--- config.mk ---
export PLATFORM = sky130hd
export DESIGN_NAME = de_stage
export DESIGN_NICKNAME = d
export VERILOG_FILES = /design/src/rtl/de_stage.sv
export SDC_FILE = /design/constraint.sdc
export NUM_CORES = 1
export LEC_CHECK = 0
export ABC_AREA = 1
export BUFFER_PORTS_ARGS = -buffer_cell sky130_fd_sc_hd__buf_2
export CAP_MARGIN = 15
export CORE_ASPECT_RATIO = 1.1
export CORE_MARGIN = 5
export CORE_UTILIZATION = 44
export CTS_BUF_LIST = sky130_fd_sc_hd__clkbuf_4 sky130_fd_sc_hd__clkbuf_8 sky130_fd_sc_hd__clkbuf_16
export CTS_CLUSTER_SIZE = 28
export DETAILED_ROUTE_END_ITERATION = 10
export PLACE_DENSITY = 0.74
export SLEW_MARGIN = 10
export SYNTH_ARGS = -nofsm -noshare
export SYNTH_HDL_FRONTEND = slang
export SYNTH_SLANG_ARGS = --single-unit
--- constraint.sdc ---
create_clock -name clk -period 1.25 [get_ports clk]
set_input_delay 0.1875 -clock clk [delete_from_list [all_inputs] [get_ports clk]]
set_output_delay 0.1875 -clock clk [all_outputs]
set_load 0.01 [all_outputs]
--- src/rtl/de_stage.sv ---
// -----------------------------------------------------------------------------
// de_stage -- decode stage of the RV32I five-stage pipeline (IF -> DE -> ALU).
//
// Holds the IF->DE pipeline register, decodes the instruction, hands rs1/rs2
// read addresses to the forwarding unit, takes the forwarded operands back
// and launches a fully decoded, operand-resolved instruction into the
// DE->ALU pipeline register.
//
// Handshake: on both the IF->DE boundary (IF_Valid_1 / DE_Allowin_1) and the
// DE->ALU boundary (ALU_Valid_1 / ALU_Allowin_1) an instruction moves on a
// rising clk edge where the producer's valid and the consumer's allowin are
// both high. Valid never depends on allowin; allowin may depend on valid.
//
// Ports:
//   clk, resetn                    clock (rising edge), synchronous active-low reset
//   IF_Valid_1, IF_PC_32,
//   IF_Inst_32                     fetched instruction from IF
//   DE_Allowin_1                   DE register can accept from IF this cycle
//   DE_GRFReadAddr1_5/2_5          rs1/rs2 to forwarding unit (0 when unused)
//   DE_GRFReadData1_32/2_32        forwarded rs1/rs2 values
//   WaitLoad_1                     load-use hazard from forwarding unit
//   ALU_Allowin_1                  execute stage can accept
//   ALU_Flush_1                    taken branch/jump in execute, kill younger
//   ALU_*                          DE->ALU pipeline register contents
// -----------------------------------------------------------------------------
module de_stage #(
    parameter logic [31:0] RESET_PC = 32'h0000_0000,
    parameter logic [31:0] NOP_INST = 32'h0000_0013
) (
    input  logic        clk,
    input  logic        resetn,
    input  logic        IF_Valid_1,
    input  logic [31:0] IF_PC_32,
    input  logic [31:0] IF_Inst_32,
    output logic        DE_Allowin_1,
    output logic [4:0]  DE_GRFReadAddr1_5,
    output logic [4:0]  DE_GRFReadAddr2_5,
    input  logic [31:0] DE_GRFReadData1_32,
    input  logic [31:0] DE_GRFReadData2_32,
    input  logic        WaitLoad_1,
    input  logic        ALU_Allowin_1,
    input  logic        ALU_Flush_1,
    output logic        ALU_Valid_1,
    output logic [31:0] ALU_PC_32,
    output logic [31:0] ALU_Rs1Data_32,
    output logic [31:0] ALU_Rs2Data_32,
    output logic [31:0] ALU_Imm_32,
    output logic [3:0]  ALU_InstType_4,
    output logic [2:0]  ALU_Funct3_3,
    output logic        ALU_Funct7b5_1,
    output logic [4:0]  ALU_GRFWriteAddr_5,
    output logic        ALU_GRFWen_1,
    output logic        ALU_Load_1
);

    localparam logic [3:0] TYPE_OP      = 4'd0;
    localparam logic [3:0] TYPE_OPIMM   = 4'd1;
    localparam logic [3:0] TYPE_LOAD    = 4'd2;
    localparam logic [3:0] TYPE_STORE   = 4'd3;
    localparam logic [3:0] TYPE_BRANCH  = 4'd4;
    localparam logic [3:0] TYPE_JAL     = 4'd5;
    localparam logic [3:0] TYPE_JALR    = 4'd6;
    localparam logic [3:0] TYPE_LUI     = 4'd7;
    localparam logic [3:0] TYPE_AUIPC   = 4'd8;
    localparam logic [3:0] TYPE_ILLEGAL = 4'd15;

    // ------------------------------------------------------------------
    // IF -> DE register
    // ------------------------------------------------------------------
    logic        deValid;
    logic [31:0] dePC;
    logic [31:0] deInst;
    logic        deReadyGo;

    assign deReadyGo    = ~WaitLoad_1;
    assign DE_Allowin_1 = ~deValid | (deReadyGo & ALU_Allowin_1);

    always_ff @(posedge clk) begin
        if (!resetn) begin
            deValid <= 1'b0;
            dePC    <= RESET_PC;
            deInst  <= NOP_INST;
        end else if (ALU_Flush_1) begin
            deValid <= 1'b0;
            deInst  <= NOP_INST;
        end else if (DE_Allowin_1) begin
            deValid <= IF_Valid_1;
            // PC/Inst only move with a real instruction so an idle DE keeps
            // a harmless word rather than whatever IF happens to present.
            if (IF_Valid_1) begin
                dePC   <= IF_PC_32;
                deInst <= IF_Inst_32;
            end
        end
    end

    // ------------------------------------------------------------------
    // Decode
    // ------------------------------------------------------------------
    logic [6:0]  opcode;
    logic [4:0]  rd;
    logic [4:0]  rs1;
    logic [4:0]  rs2;
    logic [2:0]  funct3;
    logic [31:0] immI;
    logic [31:0] immS;
    logic [31:0] immB;
    logic [31:0] immU;
    logic [31:0] immJ;

    assign opcode = deInst[6:0];
    assign rd     = deInst[11:7];
    assign funct3 = deInst[14:12];
    assign rs1    = deInst[19:15];
    assign rs2    = deInst[24:20];

    assign immI = {{20{deInst[31]}}, deInst[31:20]};
    assign immS = {{20{deInst[31]}}, deInst[31:25], deInst[11:7]};
    assign immB = {{19{deInst[31]}}, deInst[31], deInst[7], deInst[30:25], deInst[11:8], 1'b0};
    assign immU = {deInst[31:12], 12'b0};
    assign immJ = {{11{deInst[31]}}, deInst[31], deInst[19:12], deInst[20], deInst[30:21], 1'b0};

    logic [3:0]  decType;
    logic [31:0] decImm;
    logic        useRs1;
    logic        useRs2;
    logic        writesRd;
    logic        decWen;
    logic        decLoad;
    logic        decF7b5;

    always_comb begin
        decType  = TYPE_ILLEGAL;
        decImm   = 32'd0;
        useRs1   = 1'b0;
        useRs2   = 1'b0;
        writesRd = 1'b0;
        case (opcode)
            7'b0110011: begin decType = TYPE_OP;     useRs1 = 1'b1; useRs2 = 1'b1; writesRd = 1'b1; end
            7'b0010011: begin decType = TYPE_OPIMM;  decImm = immI; useRs1 = 1'b1; writesRd = 1'b1; end
            7'b0000011: begin decType = TYPE_LOAD;   decImm = immI; useRs1 = 1'b1; writesRd = 1'b1; end
            7'b0100011: begin decType = TYPE_STORE;  decImm = immS; useRs1 = 1'b1; useRs2 = 1'b1; end
            7'b1100011: begin decType = TYPE_BRANCH; decImm = immB; useRs1 = 1'b1; useRs2 = 1'b1; end
            7'b1101111: begin decType = TYPE_JAL;    decImm = immJ; writesRd = 1'b1; end
            7'b1100111: begin decType = TYPE_JALR;   decImm = immI; useRs1 = 1'b1; writesRd = 1'b1; end
            7'b0110111: begin decType = TYPE_LUI;    decImm = immU; writesRd = 1'b1; end
            7'b0010111: begin decType = TYPE_AUIPC;  decImm = immU; writesRd = 1'b1; end
            default:    begin decType = TYPE_ILLEGAL; end
        endcase
    end

    assign decWen  = writesRd & (rd != 5'd0);
    assign decLoad = (decType == TYPE_LOAD);
    // inst[30] only carries meaning for OP (add/sub, srl/sra) and OP-IMM
    // right shifts (srli/srai); elsewhere it is immediate bits.
    assign decF7b5 = ((decType == TYPE_OP) ||
                      ((decType == TYPE_OPIMM) && (funct3 == 3'b101))) ? deInst[30] : 1'b0;

    // Unused or invalid reads are forced to x0 so the forwarding unit never
    // raises a false load-use hazard or forwards against a stale field.
    assign DE_GRFReadAddr1_5 = (deValid && useRs1) ? rs1 : 5'd0;
    assign DE_GRFReadAddr2_5 = (deValid && useRs2) ? rs2 : 5'd0;

    // ------------------------------------------------------------------
    // DE -> ALU register
    // ------------------------------------------------------------------
    always_ff @(posedge clk) begin
        if (!resetn) begin
            ALU_Valid_1        <= 1'b0;
            ALU_PC_32          <= 32'd0;
            ALU_Rs1Data_32     <= 32'd0;
            ALU_Rs2Data_32     <= 32'd0;
            ALU_Imm_32         <= 32'd0;
            ALU_InstType_4     <= TYPE_ILLEGAL;
            ALU_Funct3_3       <= 3'd0;
            ALU_Funct7b5_1     <= 1'b0;
            ALU_GRFWriteAddr_5 <= 5'd0;
            ALU_GRFWen_1       <= 1'b0;
            ALU_Load_1         <= 1'b0;
        end else if (ALU_Allowin_1 || ALU_Flush_1) begin
            if (!ALU_Flush_1 && deValid && deReadyGo) begin
                ALU_Valid_1        <= 1'b1;
                ALU_PC_32          <= dePC;
                ALU_Rs1Data_32     <= DE_GRFReadData1_32;
                ALU_Rs2Data_32     <= DE_GRFReadData2_32;
                ALU_Imm_32         <= decImm;
                ALU_InstType_4     <= decType;
                ALU_Funct3_3       <= funct3;
                ALU_Funct7b5_1     <= decF7b5;
                ALU_GRFWriteAddr_5 <= rd;
                ALU_GRFWen_1       <= decWen;
                ALU_Load_1         <= decLoad;
            end else begin
                // Bubble: GRFWen/Load must be low because the forwarding
                // unit looks at them without qualifying by valid.
                ALU_Valid_1        <= 1'b0;
                ALU_PC_32          <= 32'd0;
                ALU_Rs1Data_32     <= 32'd0;
                ALU_Rs2Data_32     <= 32'd0;
                ALU_Imm_32         <= 32'd0;
                ALU_InstType_4     <= TYPE_ILLEGAL;
                ALU_Funct3_3       <= 3'd0;
                ALU_Funct7b5_1     <= 1'b0;
                ALU_GRFWriteAddr_5 <= 5'd0;
                ALU_GRFWen_1       <= 1'b0;
                ALU_Load_1         <= 1'b0;
            end
        end
    end

endmodule

==> key figures <==
Status
  – Outcome: complete, but fails checks
  – Failing checks: setup timing

Power
  – Total Power Consumption: 16.25 mW
  – Leak Pwr: 6.700 nW
  – Power Density: 1120 mW/mm²
  – Maximum VDD drop: 1.288 mV

Worst setup path
  – Startpoint Class: register
  – Data required, critical path: 1060 ps
  – FF-to-FF Start: deInst[3]
  – Crit Path Max Fanout: 5
  – Critical path class: reg2out
  – Cells on worst reg2reg path: 12
  – Crit-path slowest cell: dfxtp_2
  – Worst endpoint data arrival time: 1820 ps
  – Worst Setup End Kind: output port
  – Critical Path Start: deInst[3]
  – FF-to-FF End: ALU_GRFWen_1
  – Crit path to: DE_GRFReadAddr1_5[4]
  – Max incr delay on CP: 340 ps
  – R2r setup slk: -510 ps
  – Crit-path cells: inv_2 > nand2_1 > nor2_2 > nand2_2 > nand2_2 > o21ai_4 > nor2_1 > buf_2
  – Critical path's most frequent cell: nand2_2

Synth
  – Register bit total from synthesis: 209
  – Seq/Total Area, Yosys: 53.27%
  – Syn avg cell area: 7.423 µm²
  – Synthesized instance count: 1058
  – Net count after synthesis: 1192
  – Yosys warnings: 0
  – Post-Synthesis Cell Area: 0.007854 mm²
  – Post-synthesis cell type count: 24

STA
  – Min Clock Period, post-route: 2007 ps
  – Final setup skew: 21.60 ps
  – Final period util: 160.6%
  – Max Slew Vio Count: 0
  – Fmax: 498.3 MHz
  – Final hold vios: 0
  – RSZ-0062 raised after global routing: true
  – Max_slew headroom: 58.19%
  – Hold WS: 30.50 ps
  – Slew of the pin with the lowest slew margin: 627.2 ps
  – Final WS setup: -756.9 ps
  – Final setup violation count: 222

Finish
  – Finished Core Util: 82.33%
  – Layout area overhead: 84.63%
  – # fillers: 908
  – Layout Cells excl Fill: 1800
  – Share of cells above drive strength 1: 50.61%
  – Nets: 1675

Place
  – Hpwl dp: 17130 µm
  – Gpl congestion: 0.9186
  – Port Buf Inserts: 288
  – Placed instance count: 1582
  – Setup WS pre-CTS: -273.3 ps

Drt
  – Via density: 5.663
  – Met2 Routed Length: 20290 µm
  – Routed WL: 41180 µm
  – First DRT Iteration DRCs: 950
  – Met1 wire length: 13430 µm
  – Post-DR wirelength/cell: 22.88 µm
  – 1st-pass router iterations: 6
  – DR WL met3: 3610 µm
  – Antenna viol nets, final: 0
  – Max layer used: met5
  – DR vias: 10.19k
  – DRC: 0

Die
  – DIE AREA: 0.02062 mm²
  – # IOs: 289
  – # rows: 51
  – Die height: 150.1 µm
  – Starting Density: 44.59%
  – Core Area: 0.01761 mm²
  – Die W: 137.4 µm

CTS
  – CTS Buf Count: 22
  – CTS Root Cell: clkbuf_16
  – Clk sinks: 209
  – Worst-Skew Late Latency: 520 ps
  – H-tree depth: 1
  – CTS Buffer Depth: 3
  – TritonCTS clock tree: yes
  – Reg clk slew, reported paths: 70 ps

Global route
  – Largest net degree at the start of global routing: 81
  – Initial antenna violation count: 5
  – Vias in the first global route: 9511
  – GRT Util Overall: 29.18%
  – Total grt overflow: 0
  – Global-route wire length before repair: 48070 µm

Job
  – Max-cap viol count: 0

Worst hold path
  – Hold crit path type: in2reg
[worst min-delay path by stage]
stage | from | slack [ps] | cells past startpoint | end
3_3_place_gp | IF_PC_32[7] | 410 | 3 | dePC[7]
5_1_grt | IF_Inst_32[8] | 20 | 3 | deInst[8]
2_1_floorplan | IF_Inst_32[0] | 300 | 2 | deInst[0]
3_5_place_dp | IF_PC_32[26] | 410 | 3 | dePC[26]
6_report | IF_Inst_32[9] | 30 | 3 | deInst[9]
4_1_cts | IF_Inst_32[6] | 20 | 3 | deInst[6]
[stage by stage]
step	TNS, ps	cell area, µm²
global placement	-20590	9986
floorplan	-1844	7894
finish	-50360	14500
global route	-63120	14500
CTS	-24480	12880
detailed placement	-28230	9986
[report_power, final]
group | total, mW | switching, mW | leakage [nW] | internal [mW]
sequential | 6.96 | 0.165 | 1.70 | 6.80
combinational | 2.15 | 1.18 | 4.62 | 0.970
clock | 7.14 | 2.92 | 0.388 | 4.21
total | 16.2 | 4.27 | 6.70 | 12.0
[metal layers]
metal / GRT usage (%) / up-vias
met1: 32.21 / 4785
li1: - / 4374
met3: 6.618 / 300
met5: 0 / -
met4: 19.16 / 2
met2: 49.90 / 732
[layout by cell type, fill, tap and decap left out, types with 25 or more instances in the layout]
| cell | synthesis | layout |
|---|---|---|
| a21oi_1 | 154 | 47 |
| a21oi_2 | 0 | 105 |
| buf_12 | 0 | 25 |
| buf_2 | 25 | 282 |
| buf_4 | 0 | 57 |
| clkbuf_16 | 0 | 30 |
| dfxtp_1 | 209 | 202 |
| dlygate4sd3_1 | 0 | 125 |
| inv_1 | 29 | 27 |
| nand2_1 | 352 | 242 |
| nand2_2 | 5 | 32 |
| nand2_4 | 1 | 82 |
| nor2_1 | 119 | 71 |
| nor2_4 | 3 | 33 |
| o21ai_2 | 0 | 30 |
[final cells by class]
| cell class | count | area [µm²] | share of cell area (%) |
|---|---|---|---|
| Sequential cell | 209 | 4195 | 28.93 |
| Clock buffer | 30 | 635.6 | 4.383 |
| Multi-Input combinational cell | 748 | 4885 | 33.69 |
| Clock inverter | 10 | 142.6 | 0.9837 |
| Antenna cell | 5 | 12.51 | 0.08629 |
| Inverter | 34 | 137.6 | 0.9492 |
| Tap cell | 238 | 297.8 | 2.054 |
| Timing Repair Buffer | 526 | 4194 | 28.92 |
[logic make-up (layout without fill, tap and decap cells)]
kind of cell	Yosys count	after routing	share of synthesized area, %
AOI/OAI and AO/OA	223	223	14.40
other	0	5	0
and+or+nand+nor	525	525	26.81
buffers and inverters	101	600	5.512
DFF	209	209	53.27
[sequential cells by signal, summed over array words and instances (netlist names)]
name,count
dePC,32
ALU_Load_1,1
ALU_GRFWriteAddr_5,5
ALU_PC_32,32
deValid,1
ALU_Valid_1,1
ALU_Imm_32,32
deInst,32
ALU_Rs1Data_32,32
ALU_Funct7b5_1,1
ALU_Funct3_3,3
ALU_Rs2Data_32,32
ALU_InstType_4,4
ALU_GRFWen_1,1
[worst max-delay path, delay by kind of cell, from the launching register on]
family | cells | cell delay, ps
AO/OA/AOI/OAI | 1 | 90
AND/OR/NAND/NOR | 5 | 630
buffers and inverters | 2 | 260
flip-flops | 1 | 340
[Yosys cell counts, drive strengths merged]
| cell type | instances | share of area (%) |
|---|---|---|
| nand2 | 358 | 17 |
| o21ai | 63 | 4.0 |
| buf | 29 | 2.1 |
| inv | 34 | 1.6 |
| a211oi | 4 | 0.38 |
| o31ai | 1 | 0.096 |
| or2 | 3 | 0.24 |
| dfxtp | 209 | 53 |
| a21oi | 154 | 9.8 |
| nor3 | 1 | 0.064 |
| nand4 | 3 | 0.24 |
| nor2 | 126 | 6.6 |
| nand3 | 34 | 2.3 |
| clkbuf | 38 | 1.8 |
| o211ai | 1 | 0.096 |
[what timing repair did]
item / CTS / global route
gates cloned: 7 / 10
pin swaps: 52 / 123
hold buffers: 125 / 0
endpoints found under the hold margin: 125 / 0
resized for setup: 166 / 370
setup endpoints to repair: 203 / 213
buffers inserted: 21 / 18
No activity file was read; power rests on OpenSTA's default activity.
